==> src/rtl/nibble_serial_adder_if.sv <==
// Handshake and operand/result bundle for the nibble-serial adder.
// The requester uses the master modport; the adder uses the slave modport.
interface nibble_serial_adder_if #(
   parameter int unsigned NIBBLES = 4
);
   localparam int unsigned Width = 4 * NIBBLES;

   logic             start;
   logic [Width-1:0] a;
   logic [Width-1:0] b;
   logic             busy;
   logic             done;
   logic [Width-1:0] sum;
   logic             carry;

   modport master (
      output start, a, b,
      input  busy, done, sum, carry
   );

   modport slave (
      input  start, a, b,
      output busy, done, sum, carry
   );
endinterface

==> src/rtl/nibble_serial_adder.sv <==
// Multi-cycle adder: one 4-bit slice per clock, LS nibble first, with the
// slice carry registered between cycles and a one-cycle done pulse at the end.
module nibble_serial_adder #(
   parameter int unsigned NIBBLES = 4
) (
   input logic                  clk,
   input logic                  rst_n,
   nibble_serial_adder_if.slave bus
);
   localparam int unsigned Width = 4 * NIBBLES;
   localparam int unsigned IdxW  = (NIBBLES > 1) ? $clog2(NIBBLES) : 1;
   localparam logic [IdxW-1:0] LastIdx = IdxW'(NIBBLES - 1);

   localparam logic [1:0] StIdle = 2'd0;
   localparam logic [1:0] StRun  = 2'd1;
   localparam logic [1:0] StDone = 2'd2;

   logic [1:0]       state_q, state_d;
   logic [IdxW-1:0]  idx_q, idx_d;
   logic             c_q, c_d;
   logic [Width-1:0] a_q, a_d;
   logic [Width-1:0] b_q, b_d;
   logic [Width-1:0] sum_q, sum_d;
   logic             carry_q, carry_d;

   logic [3:0] a_nib, b_nib;
   logic [4:0] nib_sum;

   // Select the active slice of the latched operands and add it with the chained carry.
   always_comb begin
      a_nib = '0;
      b_nib = '0;
      for (int k = 0; k < NIBBLES; k++) begin
         if (idx_q == IdxW'(k)) begin
            a_nib = a_q[4*k +: 4];
            b_nib = b_q[4*k +: 4];
         end
      end
      nib_sum = {1'b0, a_nib} + {1'b0, b_nib} + {4'b0000, c_q};
   end

   always_comb begin
      state_d = state_q;
      idx_d   = idx_q;
      c_d     = c_q;
      a_d     = a_q;
      b_d     = b_q;
      sum_d   = sum_q;
      carry_d = carry_q;
      case (state_q)
         StIdle, StDone: begin
            if (bus.start) begin
               a_d     = bus.a;
               b_d     = bus.b;
               c_d     = 1'b0;
               idx_d   = '0;
               state_d = StRun;
            end else begin
               state_d = StIdle;
            end
         end
         StRun: begin
            for (int k = 0; k < NIBBLES; k++) begin
               if (idx_q == IdxW'(k)) begin
                  sum_d[4*k +: 4] = nib_sum[3:0];
               end
            end
            c_d = nib_sum[4];
            if (idx_q == LastIdx) begin
               carry_d = nib_sum[4];
               state_d = StDone;
            end else begin
               idx_d = idx_q + 1'b1;
            end
         end
         default: state_d = StIdle;
      endcase
   end

   always_ff @(posedge clk) begin
      if (!rst_n) begin
         state_q <= StIdle;
         idx_q   <= '0;
         c_q     <= 1'b0;
         a_q     <= '0;
         b_q     <= '0;
         sum_q   <= '0;
         carry_q <= 1'b0;
      end else begin
         state_q <= state_d;
         idx_q   <= idx_d;
         c_q     <= c_d;
         a_q     <= a_d;
         b_q     <= b_d;
         sum_q   <= sum_d;
         carry_q <= carry_d;
      end
   end

   assign bus.busy  = (state_q == StRun);
   assign bus.done  = (state_q == StDone);
   assign bus.sum   = sum_q;
   assign bus.carry = carry_q;
endmodule

==> src/flat_wrapper.sv <==
// flat-port wrapper written by rule: the top's interface ports become plain ports
module nibble_serial_adder_flat 
#(
   parameter int unsigned NIBBLES = 4
)
  (clk, rst_n, bus_start, bus_a, bus_b, bus_busy, bus_done, bus_sum, bus_carry);
  nibble_serial_adder_if #(.NIBBLES(NIBBLES)) bus_i ();
  input logic clk;
  input logic rst_n;
  input wire logic [$bits(bus_i.start)-1:0] bus_start;
  input wire logic [$bits(bus_i.a)-1:0] bus_a;
  input wire logic [$bits(bus_i.b)-1:0] bus_b;
  output wire logic [$bits(bus_i.busy)-1:0] bus_busy;
  output wire logic [$bits(bus_i.done)-1:0] bus_done;
  output wire logic [$bits(bus_i.sum)-1:0] bus_sum;
  output wire logic [$bits(bus_i.carry)-1:0] bus_carry;
  assign bus_i.start = bus_start;
  assign bus_i.a = bus_a;
  assign bus_i.b = bus_b;
  assign bus_busy = bus_i.busy;
  assign bus_done = bus_i.done;
  assign bus_sum = bus_i.sum;
  assign bus_carry = bus_i.carry;
  nibble_serial_adder #(.NIBBLES(NIBBLES)) u_core (.clk(clk), .rst_n(rst_n), .bus(bus_i));
endmodule
==> config.mk <==
export PLATFORM = sky130hd
export DESIGN_NAME = nibble_serial_adder_flat
export DESIGN_NICKNAME = d
export VERILOG_FILES = /design/src/rtl/nibble_serial_adder_if.sv /design/src/rtl/nibble_serial_adder.sv /design/src/flat_wrapper.sv
export SDC_FILE = /design/constraint.sdc
export NUM_CORES = 1
export LEC_CHECK = 0
export ABC_AREA = 0
export CAP_MARGIN = 15
export CORE_MARGIN = 2
export CORE_UTILIZATION = 55
export CTS_CLUSTER_DIAMETER = 50
export DETAILED_ROUTE_END_ITERATION = 16
export GPL_ROUTABILITY_DRIVEN = 0
export GPL_TIMING_DRIVEN = 0
export PLACE_DENSITY = 0.87
export SLEW_MARGIN = 5
export SYNTH_ARGS = -nofsm -noshare
export SYNTH_HDL_FRONTEND = slang
export SYNTH_SLANG_ARGS = --single-unit
export TNS_END_PERCENT = 20
==> constraint.sdc <==
create_clock -name clk -period 4.6 [get_ports clk]
set_input_delay 0.69 -clock clk [delete_from_list [all_inputs] [get_ports clk]]
set_output_delay 0.69 -clock clk [all_outputs]
set_load 0.02 [all_outputs]
# Word-level counts from Yosys, hierarchy flattened
# Index checks and enable logic that the tools add are counted.
# totals
mem_bits_ro	0
latch_bits	0
reg_bits	54
ram_bits	0
n_memories	0
# op_classes
bitwise	0
mux	16
shifts	0
n_mul	0
div_mod_pow	0
n_reduce_logical	11
addsub	3
n_eq_ne	8
n_lt_le_gt_ge	0
# ops
op	n
$mux W4	8
$reduce_and A2 Y1	6
$pmux W2 S2	2
$eq A2 B2 Y1 const B	3
$mux W2	3
$add A4 B4 Y5	1
$add A5 B1 Y5	1
$eq A2 B1 Y1 const B	2
$logic_not A2 Y1	2
$ne A2 B2 Y1 const B	2
$reduce_and A3 Y1	1
$add A2 B1 Y2 const B	1
$mux W1	2
$ne A2 B1 Y1 const B	1
$pmux W1 S2	1
$reduce_bool A2 Y1	1
$reduce_or A2 Y1	1

# Logic depth before layout (Yosys ltp)
# logic_depth
ltp_word	8
mapped_depth	13

# Least setup slack after synthesis
# No wires, ideal clock.
# synth_path
kind	register to register
startpoint	register u_core.idx_q[0]
endpoint	register u_core.sum_q[2] (netlist: u_core.bus.sum[2])
t_arrival_ns	2.456
setup_time_ns	0.076
stages_incl_launch_ff	12
required_time_ns	4.524
synth_period_minus_slack_ns	2.532
path_slack_ns	2.068
cell_sequence	dfxtp_1 inv_1 ha_1 buf_2 buf_2 a21oi_1 a22oi_1 fa_1 fa_1 xnor2_1 nand2_1 a21boi_0
# synth_via
elab_chain_len	7
# synth_lines
element	line_no	source
from (decl)	nibble_serial_adder.sv:19	logic [IdxW-1:0] idx_q, idx_d;
from (signal assigned)	nibble_serial_adder.sv:91	idx_q <= idx_d;
$logic_not A2 Y1	nibble_serial_adder.sv:34, nibble_serial_adder.sv:64	
$mux W4 (4 in series)	nibble_serial_adder.sv:34	if (idx_q == IdxW'(k)) begin
$add A4 B4 Y5	nibble_serial_adder.sv:39	nib_sum = {1'b0, a_nib} + {1'b0, b_nib} + {4'b0000, c_q};
$add A5 B1 Y5	nibble_serial_adder.sv:39	
to (signal assigned)	nibble_serial_adder.sv:95	sum_q <= sum_d;
to (decl)	nibble_serial_adder.sv:23	logic [Width-1:0] sum_q, sum_d;
# Several ways; a longest one is shown, not always the timed one.
# A chain may end at the register's enable or synchronous reset.

# Worst setup path after layout
# Ends and elaborated chain as after synthesis.

==> impl_metrics.tcl <==
set metrics [dict create \
    ys_ff_latch 54 \
    diodes 0 \
    htreeDepth 2 \
    internal_power_w 0.000696 \
    muxShareOfSynthArea_pct 0 \
    ir_drop_mv 0.221 \
    synth_edf_count 0 \
    synth_compound_area_share_pct 23.9 \
    drtAntennaViolNets 0 \
    tns_ns 0 \
    row_count 24 \
    worstPathArrival_ns 3.21 \
    grt_pass1_vias 2126 \
    grt_start_max_net_pins 16 \
    drt-vias-per-instance 5.40 \
    finalHoldViolCount 0 \
    syn_to_final_growth_pct 26.6 \
    max_freq_mhz 335 \
    core_um2 4440 \
    cp_num_buf_inv 3 \
    die_x_um 72.5 \
    p_clk_share_pct 28.0 \
    seqPwrFrac_pct 53.3 \
    slowest_stage "fa_1" \
    syn_area_per_cell_um2 8.33 \
    drt-pass1-iter-count 4 \
    final_cell_mix "98 x nand2_1, 54 x dfxtp_1, 53 x clkdlybuf4s50_1" \
    maxSlewHeadroom_pct 71.9 \
    min_path_cells 2 \
    grt_pass1_wl_um 9610 \
    io_pins 54 \
    crit_fanout 10 \
    cp.required_ns 4.83 \
    switching_share_pct 26.3 \
    dpl.hpwl_um 4380 \
    clk_pin_slew_ns 0.09 \
    synthArstFlopShare_pct 0 \
    status "complete, no violations" \
    fin_skew_ns 0.00675 \
    reg2reg_depth 12 \
    final_common_cell "nand2_1" \
    post_dp_cell_area_um2 3180 \
    critPathMaxStageDelay_ns 0.49 \
    switchingPower_w 0.000248 \
    cts_tree "done" \
    hold_buffers 0 \
    p_leak_nw 1.31 \
    synth_top_family_by_area "compound AO/OA/AOI/OAI gates" \
    crit_path_start_kind "flip-flop" \
    die_y_um 72.5 \
    cts_sinks 54 \
    insertion_delay_ns 0.30 \
    vias 2286 \
    setup_viol 0 \
    cts_buffer_depth 2 \
    min_path_type "flip-flop to flip-flop" \
    antenna_found_initial 0 \
    finalWirelength_um 5750 \
    comb_power_share_pct 18.7 \
    syn_area_um2 2580 \
    initial_core_util_pct 58.1 \
    design_area_um2 3270 \
    cts_setup_buffers 0 \
    final_layout_size_suffix_gt1_share_pct 9.43 \
    total_power_w 0.000944 \
    cts_root_buffer "clkbuf_8" \
    nets 414 \
    p_per_area_nw_per_um2 289 \
    numCtsBuffers 5 \
    cap_viol_max_count 0 \
    drcViolationCount 0 \
    worst_pin_slew_ns 0.422 \
    grt-ovfl-total 0 \
    fillers 370 \
    io_buffers 53 \
    grt_usage_pct 23.1 \
    synth_cell_types 35 \
    cp.depth 12 \
    drt_iter0_drc 103 \
    fin_crit_sh_pct 64.9 \
    critPathCaptureType "flip-flop" \
    layout_min_cycle_time_ns 2.99 \
    yosys.area_share.simple_pct 21.9 \
    drv_slew 0 \
    crit_family "adder cells" \
    synth_xor_area_share_pct 0.339 \
    ctsResizeCount 0 \
    rsz0062_at_grt "no" \
    syn_inst 310 \
    synth_ff_type "dfxtp_1" \
    wl_per_cell_um 13.6 \
    syn_nets 354 \
    yosys_warnings 0 \
    die-area_um2 5260 \
    yosysSeqAreaShare_pct 41.9 \
    path_class "flip-flop to flip-flop" \
    synthAdderAreaFrac_pct 4.94 \
    worstPathCellList "inv_1 -> ha_1 -> buf_2 -> buf_2 -> a21oi_1 -> o21ai_0 -> a22oi_1 -> fa_1 -> fa_1 -> xnor2_1 -> nand2_1 -> a21boi_0" \
]
-- state kept, by name (all words and copies together) (netlist names) --
signal / flops
u_core.state_q: 2
u_core.idx_q: 2
u_core.bus.sum: 16
u_core.b_q: 16
u_core.bus.carry: 1
u_core.a_q: 16
u_core.c_q: 1
-- through the flow --
step | cells | setup slack [ns] | hold slack (ns) | utilization [%]
6_report | 423 | 1.61 | 0.458 | 73.6
5_1_grt | 423 | 1.37 | 0.487 | 73.6
4_1_cts | 423 | 1.63 | 0.464 | 73.6
3_5_place_dp | 415 | 1.67 | 0.453 | 71.5
3_3_place_gp | 415 | 1.73 | 0.445 | 71.5
2_1_floorplan | 310 | 2.07 | 0.443 | -
-- power groups by stage --
stage	combinational (W)	sequential, W	clock (W)
floorplan	0.000103	0.000516	0
global placement	0.000172	0.000513	0
detailed placement	0.000176	0.000513	0
CTS	0.000176	0.000503	0.000269
global route	0.000195	0.000505	0.000288
finish	0.000177	0.000503	0.000265
-- final cells by class --
class / instances / area (um^2) / area share, %
clock buffer: 7 / 86.3 / 2.64
inverter: 10 / 37.5 / 1.15
tap: 52 / 65.1 / 1.99
timing repair buffer: 53 / 531 / 16.2
clock inverter: 1 / 5.00 / 0.153
buffer: 25 / 144 / 4.40
sequential: 54 / 1080 / 33.1
multi-input combinational: 221 / 1320 / 40.4
-- metal layers --
layer	vias to the layer above	wire length [um]	share of wire [%]	track usage [%]
met5	-	0	0	0
met4	0	28	0.49	4.32
met3	4	288	5.0	4.72
met2	75	2870	50	41.4
met1	1053	2570	45	28.8
li1	1154	-	-	-
-- synthesized netlist by cell type (2+ instances only) --
| master | instances | area, um^2 |
|---|---|---|
| a21boi_0 | 33 | 248 |
| a21boi_1 | 2 | 15.0 |
| a21oi_1 | 20 | 100 |
| a22oi_1 | 3 | 22.5 |
| and2_4 | 2 | 17.5 |
| buf_2 | 14 | 70.1 |
| buf_6 | 4 | 45.0 |
| clkbuf_1 | 5 | 18.8 |
| clkbuf_2 | 2 | 10.0 |
| dfxtp_1 | 54 | 1080 |
| fa_1 | 2 | 40.0 |
| ha_1 | 7 | 87.6 |
| inv_1 | 10 | 37.5 |
| nand2_1 | 98 | 368 |
| nand2b_1 | 2 | 12.5 |
| nand3_1 | 4 | 20.0 |
| nand3b_1 | 4 | 30.0 |
| nand4_1 | 4 | 25.0 |
| nor2b_1 | 4 | 25.0 |
| nor2b_4 | 2 | 27.5 |
| nor3_1 | 2 | 10.0 |
| o211a_1 | 8 | 80.1 |
| o21ai_0 | 9 | 45.0 |
| o311ai_1 | 4 | 35.0 |
-- tightest hold or removal path, stage by stage, from the launching register on --
cell	delay (ns)
dfxtp_1	0.32
nand2_1	0.05
a21boi_1	0.05
-- worst paths after layout --
| kind | startpoint | to | slack, ns |
|---|---|---|---|
| worst max-delay path | u_core.idx_q[0]$_SDFFE_PN0P_ | u_core.bus.sum[2]$_SDFFE_PN0P_ | 1.61 |
| worst max register to register | u_core.idx_q[0]$_SDFFE_PN0P_ | u_core.bus.sum[2]$_SDFFE_PN0P_ | 1.61 |
| worst min register to register | u_core.bus.sum[6]$_SDFFE_PN0P_ | u_core.bus.sum[6]$_SDFFE_PN0P_ | 0.46 |
| worst min-delay path | u_core.bus.sum[6]$_SDFFE_PN0P_ | u_core.bus.sum[6]$_SDFFE_PN0P_ | 0.46 |
-- cell families after synthesis --
family / count (synthesis)
DFF: 54
and+or+nand+nor: 126
xor gates and xnor gates: 1
AOI/OAI and AO/OA: 85
adders and majority gates: 9
buffers and inverters: 35
No activity file was read; power rests on OpenSTA's default activity.
==> patch 1: new RTL, same flow settings <==
`NIBBLES` is set to 4 in 3 places; all go to 8.
--- a/src/rtl/nibble_serial_adder_if.sv
+++ b/src/rtl/nibble_serial_adder_if.sv
@@ -1,7 +1,7 @@
 // Handshake and operand/result bundle for the nibble-serial adder.
 // The requester uses the master modport; the adder uses the slave modport.
 interface nibble_serial_adder_if #(
-   parameter int unsigned NIBBLES = 4
+   parameter int unsigned NIBBLES = 8
 );
    localparam int unsigned Width = 4 * NIBBLES;
 
--- a/src/rtl/nibble_serial_adder.sv
+++ b/src/rtl/nibble_serial_adder.sv
@@ -1,7 +1,7 @@
 // Multi-cycle adder: one 4-bit slice per clock, LS nibble first, with the
 // slice carry registered between cycles and a one-cycle done pulse at the end.
 module nibble_serial_adder #(
-   parameter int unsigned NIBBLES = 4
+   parameter int unsigned NIBBLES = 8
 ) (
    input logic                  clk,
    input logic                  rst_n,
--- a/src/flat_wrapper.sv
+++ b/src/flat_wrapper.sv
@@ -1,7 +1,7 @@
 // flat-port wrapper written by rule: the top's interface ports become plain ports
 module nibble_serial_adder_flat 
 #(
-   parameter int unsigned NIBBLES = 4
+   parameter int unsigned NIBBLES = 8
 )
   (clk, rst_n, bus_start, bus_a, bus_b, bus_busy, bus_done, bus_sum, bus_carry);
   nibble_serial_adder_if #(.NIBBLES(NIBBLES)) bus_i ();
Ports: changed (resized bus_a, bus_b and bus_sum); port bits go from 54 to 102. No check against the original RTL was run, so the function may have changed too.
==> patch 1 against the unedited design <==
Worst setup slack lost 0.97 ns; die area grew 77%; total power grew 94%; routed wire length grew 130%; sequential cell count grew 49; critical endpoint is now u_core.bus.sum[14]; count of clock-buffer cells in the layout grew 5; area after synthesis grew 83%; final area grew 85%.
==> patch 1: results (changes against the unedited design) <==
[status]
status=complete, no violations

[power_and_ir_drop]
p_seq_uw=956  ; +90%
p_comb_share_pct=16.3  ; -2.4 points
internal_power_uw=1330  ; +91%
clock_power_share_pct=31.6  ; +3.6 points

[worst_setup_path]
reg2reg_to=u_core.bus.sum[14]
worstPathArrival_ns=4.26  ; +1.05 ns
r2r_cells=14  ; +2
max_stage_delay_ns=0.74  ; +0.25 ns
cp-startpoint=u_core.idx_q[2]
r2r_setup_slack_ns=0.65  ; -0.97 ns

[placed_design]
dp_slack_ns=0.761  ; -0.905 ns
dp_hpwl_um=9890  ; +130%
placed_cell_area_um2=5860  ; +84%

[global_route]
met1_usage_pct=35.3  ; +6.4 points
grt_pass1_vias=4551  ; +110%
grtUsageMet2_pct=46.4  ; +5.0 points
grt_use_met3_pct=5.56  ; +0.84 points
grt_pass1_wl_um=21500  ; +120%
grt_max_degree=17  ; +1

[yosys]
ys_seq_area_share_pct=43.7  ; +1.8 points
syn-num-nets=697  ; +97%
synth_common_cells=nand2_1 (189), a21oi_1 (104), dfxtp_1 (103), nor2_1 (26), buf_2 (24)

[sta]
fin_crit_sh_pct=85.9  ; +21 points
fin_skew_ns=0.00846  ; +0.00171 ns
hold_slack_ns=0.455  ; -0.00329 ns

[clock_tree]
cts_buffers=9  ; +4
clk_latency_ns=0.38  ; +0.08 ns

[routing]
wl_per_cell_um=15.8  ; +16%
first_iter_violations=287  ; +180%

[hold_path]
hold_end=u_core.b_q[30]

[patch 1: cell count changes after synthesis, moves of 10 or more]
| cell | delta |
|---|---|
| a21boi_0 | -33 |
| buf_2 | +10 |
| nand3_1 | +17 |
| a21oi_1 | +84 |
| dfxtp_1 | +49 |
| nand2_1 | +91 |
| nor2_1 | +26 |
[patch 1: worst max-delay path by stage]
stage                         end  cells after the start
6_report       u_core.bus.sum[14]                     14
5_1_grt        u_core.bus.sum[26]                     14
4_1_cts        u_core.bus.sum[14]                     14
3_5_place_dp   u_core.bus.sum[14]                     14
3_3_place_gp   u_core.bus.sum[14]                     14
2_1_floorplan  u_core.bus.sum[13]                     13
[patch 1: cells by family (layout without fill, tap and decap cells)]
kind of cell	count (synthesis)	after routing	share of synthesized area (%)
buf+inv	63	180	6.21
flops	103	103	43.7
simple gates	282	282	26.4
xor+xnor	1	1	0.186
fa+ha+maj	11	11	3.24
mux	1	1	0.239
compound gates	158	158	20.0
[patch 1: layer usage]
layer  vias to the layer above  part of all wire [%]
met4                         0                   3.6
met3                        51                   7.7
li1                       2313                     -
met1                      2187                    42
met2                       237                    47
met5                         -                     0
[patch 1: per-stage QoR]
step           utilization (%)  instances
2_1_floorplan                -        619
3_3_place_gp              71.0        825
3_5_place_dp              71.0        825
4_1_cts                   73.4        841
5_1_grt                   73.4        841
6_report                  73.4        841
[patch 1: worst min-delay path: stages (launching register included)]
cell     delay [ns]
dfxtp_1        0.32
nand2_1        0.05
a21oi_1        0.05
[patch 1: cell type report]
class / count / share of cell area, %
plain buffers: 46 / 3.78
clock buffers: 12 / 2.39
clock inverters: 4 / 0.908
inverters: 17 / 1.05
multi-input cells: 453 / 39.0
flip-flops and latches: 103 / 34.0
well taps: 105 / 2.17
repair buffers: 101 / 16.7
==> patch 2: new RTL, same flow settings <==
Without the edit above. Make the reset (`rst_n`) asynchronous in one clocked block.
--- a/src/rtl/nibble_serial_adder.sv
+++ b/src/rtl/nibble_serial_adder.sv
@@ -77,7 +77,7 @@
       endcase
    end
 
-   always_ff @(posedge clk) begin
+   always_ff @(posedge clk or negedge rst_n) begin
       if (!rst_n) begin
          state_q <= StIdle;
          idx_q   <= '0;
Function: differs if rst_n is asserted again (counterexample within 4 cycles, from zero or initial values and one cycle with rst_n low); with rst_n held inactive, the same outputs for 10 cycles.
==> patch 2 against the unedited design <==
Sequential cell count is the same; core utilization is essentially flat; global-route usage grew 0.29 points; synthesized cell count shrank 11%; final area shrank 0.65%; worst setup slack gained 0.077 ns; area after synthesis shrank 1.4%; routed wire length shrank 2.0%; fmax grew 2.6%; via count shrank 6.1%.
Power is not compared: it rests on default switching activity, and its combinational part moved more than twofold at a synthesized area within 25%.
==> patch 2: results (changes against the unedited design) <==
[yosys]
ys_seq_area_share_pct=53.1  ; +11 points
async_flop_share_pct=100  ; +100 points
syn-num-nets=319  ; -9.9%
synth_common_cells=nand2_1 (107), dfrtp_1 (54), o21ai_0 (20), buf_2 (12), inv_1 (10)
yosys-top-cells-area=dfrtp_1 (53%), nand2_1 (16%), o21ai_0 (3.9%), ha_1 (3.4%), buf_2 (2.4%)

[clock_tree]
clk_pin_slew_ns=0.09  ; about the same

[global_route]
grt_pass1_wl_um=9520  ; -1.0%
grtUsageTotal_pct=23.4  ; +0.29 points

[worst_setup_path]
cpLargestDelayFamily=compound AO/OA/AOI/OAI gates
r2r-start=u_core.idx_q[0]
r2r_cells=10  ; -2
slowest_stage=dfrtp_1
r2r_setup_slack_ns=1.69  ; +0.08 ns
max_stage_delay_ns=0.45  ; -0.04 ns
cp-startpoint=u_core.idx_q[0]
cp-endpoint=u_core.bus.sum[15]

[status]
status=complete, no violations

[placed_design]
dp_hpwl_um=4230  ; -3.5%

[sta]
fin_skew_ns=0.00656  ; -0.000185 ns
slew_headroom_pct=58.6  ; -13 points
hold_slack_ns=0.387  ; -0.0713 ns

[routing]
wl_um=5640  ; -2.0%
routed_via_density=5.52  ; +2.1%
first_iter_violations=145  ; +41%

[final_layout]
drive_above_1_share_pct=8.31  ; -1.1 points
layout.nets=380  ; -8.2%

[hold_path]
hold_path.class=input pin to asynchronous set/reset pin

[patch 2: cell count changes after synthesis, moves of 5 or more]
cell,unedited run,this run
a21boi_0,33,0
a21oi_1,20,7
a221o_1,0,5
dfrtp_1,0,54
dfxtp_1,54,0
nand2_1,98,107
o211a_1,8,0
o21ai_0,9,20
[patch 2: kinds of logic after synthesis]
family / after synthesis / share of synthesized area (%)
AOI/OAI and AO/OA: 55 / 14.2
DFF: 54 / 53.1
adders and majority gates: 9 / 5.01
xor gates and xnor gates: 1 / 0.344
buffers and inverters: 26 / 4.86
and+or+nand+nor: 130 / 22.5
[patch 2: final cells by class]
cell class,count,area (um^2)
clock buffer,7,86.3
inverter,11,41.3
fill,344,1170
tap,52,65.1
multi-input combinational,195,1070
timing repair buffer,54,546
clock inverter,1,5.00
buffer,15,82.6
sequential,54,1350
[patch 2: power groups by stage]
stage | combinational, uW | clock [uW] | sequential (uW)
final | 1360 | 273 | 825
after global placement | 1300 | 0 | 820
after floorplan | 833 | 0 | 891
after global routing | 1510 | 286 | 850
after CTS | 1360 | 271 | 824
after detailed placement | 1350 | 0 | 834
[patch 2: through the flow]
stage / utilization (%) / setup slack [ns] / instances
2_1_floorplan: - / 2.16 / 275
3_3_place_gp: 71.2 / 1.36 / 380
3_5_place_dp: 71.5 / 1.74 / 381
4_1_cts: 73.6 / 1.73 / 389
5_1_grt: 73.6 / 1.55 / 389
6_report: 73.6 / 1.69 / 389
[patch 2: per-layer routing]
metal	global-route usage (%)	part of all wire [%]	vias up
met2	43.0	52	64
met5	0	0	-
met3	3.19	4.6	7
li1	-	-	1036
met1	28.8	43	1039
met4	6.71	0.90	0
